`config.mk`:
```
export PLATFORM = sky130hd
export DESIGN_NAME = usrt_rx
export DESIGN_NICKNAME = d
export VERILOG_FILES = /design/src/rtl/usrt_rx.sv
export SDC_FILE = /design/constraint.sdc
export NUM_CORES = 1
export LEC_CHECK = 0
export ABC_AREA = 1
export CAP_MARGIN = 25
export CORE_UTILIZATION = 52
export CTS_BUF_LIST = sky130_fd_sc_hd__clkbuf_8 sky130_fd_sc_hd__clkbuf_16
export DETAILED_ROUTE_END_ITERATION = 7
export HOLD_SLACK_MARGIN = 0.02
export PLACE_DENSITY = 0.82
export SYNTH_ARGS = -nofsm -noshare
export SYNTH_HDL_FRONTEND = slang
export SYNTH_SLANG_ARGS = --single-unit
```
`constraint.sdc`:
```
create_clock -name i_Pclk -period 1.4 [get_ports i_Pclk]
set_input_delay 0.28 -clock i_Pclk [delete_from_list [all_inputs] [get_ports i_Pclk]]
set_output_delay 0.28 -clock i_Pclk [all_outputs]
set_load 0.02 [all_outputs]
```
`src/rtl/usrt_rx.sv`:
```
// Synchronous serial receiver: samples i_Rx on rising edges of an external bit clock,
// deframes start/data/[parity]/stop and holds one received word for the host.
module usrt_rx #(
    parameter int DATA_BITS = 8,
    parameter bit PARITY_EN = 1'b0
) (
    input  logic                 i_Pclk,
    input  logic                 i_Reset,
    input  logic                 i_Sclk,
    input  logic                 i_Rx,
    input  logic                 i_Read,
    output logic [DATA_BITS-1:0] o_Data,
    output logic                 o_Valid,
    output logic                 o_Ready,
    output logic                 o_Busy,
    output logic                 o_FrameErr,
    output logic                 o_ParErr,
    output logic                 o_Overrun
);

    localparam int CNT_W = $clog2(DATA_BITS);
    localparam logic [CNT_W-1:0] LAST_BIT = CNT_W'(DATA_BITS - 1);

    typedef enum logic [1:0] {IDLE, DATA, PARITY, STOP} state_t;

    state_t                 state;
    logic [CNT_W-1:0]       bit_cnt;
    logic [DATA_BITS-1:0]   shift_reg;
    logic                   par_bit;
    logic                   sclk_s1, sclk_s2, sclk_d;
    logic                   rx_s1, rx_s2;

    logic smp_edge, stop_edge, par_bad, good, load, read_ok;
    logic set_fe, set_pe, set_ov;

    assign smp_edge  = sclk_s2 & ~sclk_d;
    assign stop_edge = smp_edge & (state == STOP);
    assign par_bad   = PARITY_EN & ((^shift_reg) ^ par_bit);
    assign read_ok   = i_Read & o_Valid;

    // A stop bit of 0 masks any parity verdict; only clean frames reach the data register.
    assign set_fe = stop_edge & ~rx_s2;
    assign set_pe = stop_edge & rx_s2 & par_bad;
    assign good   = stop_edge & rx_s2 & ~par_bad;
    assign load   = good & (~o_Valid | i_Read);
    assign set_ov = good & o_Valid & ~i_Read;

    always_ff @(posedge i_Pclk) begin
        if (i_Reset) begin
            sclk_s1    <= 1'b0;
            sclk_s2    <= 1'b0;
            sclk_d     <= 1'b0;
            rx_s1      <= 1'b1;
            rx_s2      <= 1'b1;
            state      <= IDLE;
            bit_cnt    <= '0;
            o_Busy     <= 1'b0;
            o_Data     <= '0;
            o_Valid    <= 1'b0;
            o_Ready    <= 1'b0;
            o_FrameErr <= 1'b0;
            o_ParErr   <= 1'b0;
            o_Overrun  <= 1'b0;
        end else begin
            sclk_s1 <= i_Sclk;
            sclk_s2 <= sclk_s1;
            sclk_d  <= sclk_s2;
            rx_s1   <= i_Rx;
            rx_s2   <= rx_s1;

            case (state)
                IDLE: begin
                    if (smp_edge && !rx_s2) begin
                        state   <= DATA;
                        bit_cnt <= '0;
                        o_Busy  <= 1'b1;
                    end
                end
                DATA: begin
                    if (smp_edge) begin
                        bit_cnt <= bit_cnt + CNT_W'(1);
                        if (bit_cnt == LAST_BIT) begin
                            state <= PARITY_EN ? PARITY : STOP;
                        end
                    end
                end
                PARITY: begin
                    if (smp_edge) begin
                        state <= STOP;
                    end
                end
                STOP: begin
                    // Back to IDLE directly so a start bit on the very next edge is taken.
                    if (smp_edge) begin
                        state  <= IDLE;
                        o_Busy <= 1'b0;
                    end
                end
                default: begin
                    state  <= IDLE;
                    o_Busy <= 1'b0;
                end
            endcase

            o_Ready <= read_ok;
            if (load) begin
                o_Data <= shift_reg;
            end
            o_Valid    <= load | (o_Valid & ~read_ok);
            o_FrameErr <= set_fe | (o_FrameErr & ~read_ok);
            o_ParErr   <= set_pe | (o_ParErr & ~read_ok);
            o_Overrun  <= set_ov | (o_Overrun & ~read_ok);
        end
    end

    // Datapath holding registers: no reset, contents are only consumed after a full frame.
    always_ff @(posedge i_Pclk) begin
        if (smp_edge && state == DATA) begin
            shift_reg <= {rx_s2, shift_reg[DATA_BITS-1:1]};
        end
        if (smp_edge && state == PARITY) begin
            par_bit <= rx_s2;
        end
    end

endmodule

```
==> summary.md <==
| Metric | Value |
|---|---|
| Die height | about 52 µm |
| Setup violations, final | 0 |
| CTS tree | yes |
| Gr usage total | about a fifth |
| Commonest cells in the netlist | nor2_1, nand2_1, dfxtp_1 |
| R2R Path End | o_Data[1] |
| Htree depth | 2 |
| # fillers | roughly 190 |
| Grt total ovfl | 0 |
| Ant diodes | 0 |
| Status | finished, final reports clean |
| Top Ports | 19 |
| Flop2flop setup slack | around 0.071 ns |
| Largest family of logic cells by synthesized area | simple AND/OR/NAND/NOR gates |
| Root buffer cell | clkbuf_8 |
| Fin crit period | 1.329 ns |
| Setup TNS | 0 ns |
| Worst path required time | between 1.5 and 2 ns |
| Hold Vio Cnt, Final | 0 |
| DP HPWL | approximately 1700 µm |
| Area grow syn2layout | 26.34% |
| Fin crit share | approximately 95% |
| Reg2reg start | state[0] |
| Max FO, Critical Path | 5 |
| Slew headroom | 68.50% |
| DRC | 0 |
| Post-synth ARST share | 0% |
| Critical Path End Type | register |
| Post-Synthesis Net Count | 160 |
| Post-Route WL | about 2400 µm |
| Synthesized area | between 0.001 and 0.0015 mm² |
| Vias per cell | around 4.9 |
| Clk_skew | between 0.006 and 0.007 ns |
| Top-area cell type share of the netlist area | between 30% and 40% |
| First-pass GRT wire length | about 3900 µm |
| Hold Path Depth | 2 |
| Via count | around 1000 |
| FF-to-FF path depth | 7 |
| Hold WC Path Type | register to register |
| Initial antenna violation count | 0 |
| Die Area | around 0.0027 mm² |
| Top-count cell post-synth | nor2_1 |
| CTS max path bufs | 2 |
| Synth Area in Simple Gates | around 31% |
| Synth Register Bits | 32 |
| Mux share of post-synthesis cell area | 0% |
| Gate Count Post-Synth | roughly 150 |
| Layout Nets | 189 |
| Clk slew on worst S/H paths | 0.07 ns |
| Synth area leaders | dfxtp_1, edfxtp_1, nor2_1 |
| Worst-Margin Slew | approximately 0.47 ns |
| Max-cap violation count | 0 |
| Xor/xnor share of the synthesized area | 0% |
| Slew Limit Fails | 0 |
| Mapped Avg Cell Area | roughly 8.8 µm² |
| DRT Pass-1 Iters | 4 |
| Clk sinks | 32 |
| Util after Layout | just over 70% |
| Vias in the first global route | 968 |
| Number of synthesized flops with an enable pin | 8 |
| Worst hold start | sclk_s1 |
| Initial core utilization | 57.08% |
| Synth Area in Compound Gates | around 2.5% |
| ANT nets after route | 0 |
| Worst Hold End | sclk_s2 |
| Routed len/inst | roughly 12 µm |
| PwrDens | 1544 mW/mm² |
| Total power | around 2.6 mW |
| YS warnings | 0 |
| Worst-case vdd ir drop | 1.393 mV |
| Crit path DAT | between 1.5 and 2 ns |
| Leading register cell type out of synthesis | dfxtp_1 |
| CP Class | register to register |
| I/O Buffers | 18 |
| Starting DRC count in detailed routing | 14 |
| Rows | 17 |
| Synth area leader | dfxtp_1 |
| Adder-cell share of the synthesized area | roughly 5.7% |
| Max Fclk | approximately 0.75 GHz |
| Layout cell share with drive strength beyond 1 | 15.08% |
| CTS buffer count | 5 |
| Leakage | between 0.7 and 0.8 nW |
| Die X-Extent | approximately 52 µm |
| RD Place Congestion | around 0.74 |
| Worst-Skew Late Latency | about 0.29 ns |
| Core area | roughly 0.0023 mm² |
| Yosys cell types | 18 |
| Sequential area share after synthesis | between 50% and 60% |
| Startpoint type of the worst setup path | register |
| Largest net degree at the start of global routing | 16 |
## metrics by stage
| step | setup slack (ns) | cell area [µm²] | hold WS, ns | cells |
|---|---|---|---|---|
| finish | 0.07105 | 1657 | 0.4104 | 207 |
| global route | -0.01915 | 1657 | 0.4364 | 207 |
| CTS | 0.02105 | 1629 | 0.4137 | 204 |
| detailed placement | -0.06291 | 1539 | 0.4050 | 196 |
| global placement | 0.00003120 | 1539 | 0.3901 | 196 |
| floorplan | 0.1978 | 1311 | 0.3838 | 149 |
## worst max-delay path, stage by stage (launching register included)
cell and delay (ns):
dfxtp_2 0.37, ha_2 0.22, nand3_4 0.12, nor2_4 0.15, clkbuf_2 0.17, nand3b_1 0.08
nand2_1 0.07, nor2_1 0.04
## worst max-delay path by stage
stage | startpoint | endpoint | slack (ns)
6_report | state[0] | o_Data[1] | 0.07
5_1_grt | state[0] | o_Data[2] | -0.02
4_1_cts | state[1] | shift_reg[2] | 0.02
3_5_place_dp | i_Read | o_Data[7] | -0.06
3_3_place_gp | i_Read | o_Data[7] | 0.00003
2_1_floorplan | state[1] | shift_reg[0] | 0.20
## cells in the final DEF, fill, tap and decap left out, drive strengths merged
cell,netlist,layout
nor2,36,36
nand2,29,29
dfxtp,24,24
inv,17,18
dlygate4sd2,0,14
nand3,9,9
nand3b,8,8
edfxtp,8,8
ha,6,6
clkbuf,0,6
a21oi,5,5
buf,2,5
clkdlybuf4s50,0,4
or2,3,3
nor3,1,1
o21a,1,1
bufinv,0,1
clkinv,0,1
## logic make-up (layout without fill, tap and decap cells)
group	count (synthesis)	after routing
and+or+nand+nor	86	86
DFF	32	32
buffers and inverters	19	49
adders and majority gates	6	6
AOI/OAI and AO/OA	6	6
## report_power, final
part	leakage, nW	internal (mW)	switching, mW
Clock	0.0593	0.520	0.347
Combinational	0.437	0.232	0.368
Sequential	0.268	1.03	0.0599
## repair_timing
| action | 4_1_cts | 5_1_grt |
|---|---|---|
| hold buffers | 0 | 0 |
| pin swaps | 0 | 1 |
| buffers inserted | 0 | 3 |
| gates resized for setup | 14 | 5 |
| setup endpoints to repair | 14 | 21 |
## cell type report
cell class | count | area (µm²) | share of cell area [%]
Clock buffer | 5 | 68.82 | 4.154
Clock inverter | 3 | 38.79 | 2.341
Inverter | 17 | 63.81 | 3.852
Multi-Input combinational cell | 98 | 521.8 | 31.50
Sequential cell | 32 | 723.2 | 43.66
Tap cell | 28 | 35.03 | 2.115
Timing Repair Buffer | 24 | 205.2 | 12.39
## layer usage
metal | vias to the layer above | global-route usage, % | wire length, µm
li1 | 525 | - | -
met1 | 465 | 22.68 | 1054
met3 | 8 | 6.667 | 112
met5 | - | 0 | 0
met4 | 0 | 17.54 | 77
met2 | 20 | 33.97 | 1167
No activity file was read; power rests on OpenSTA's default activity.
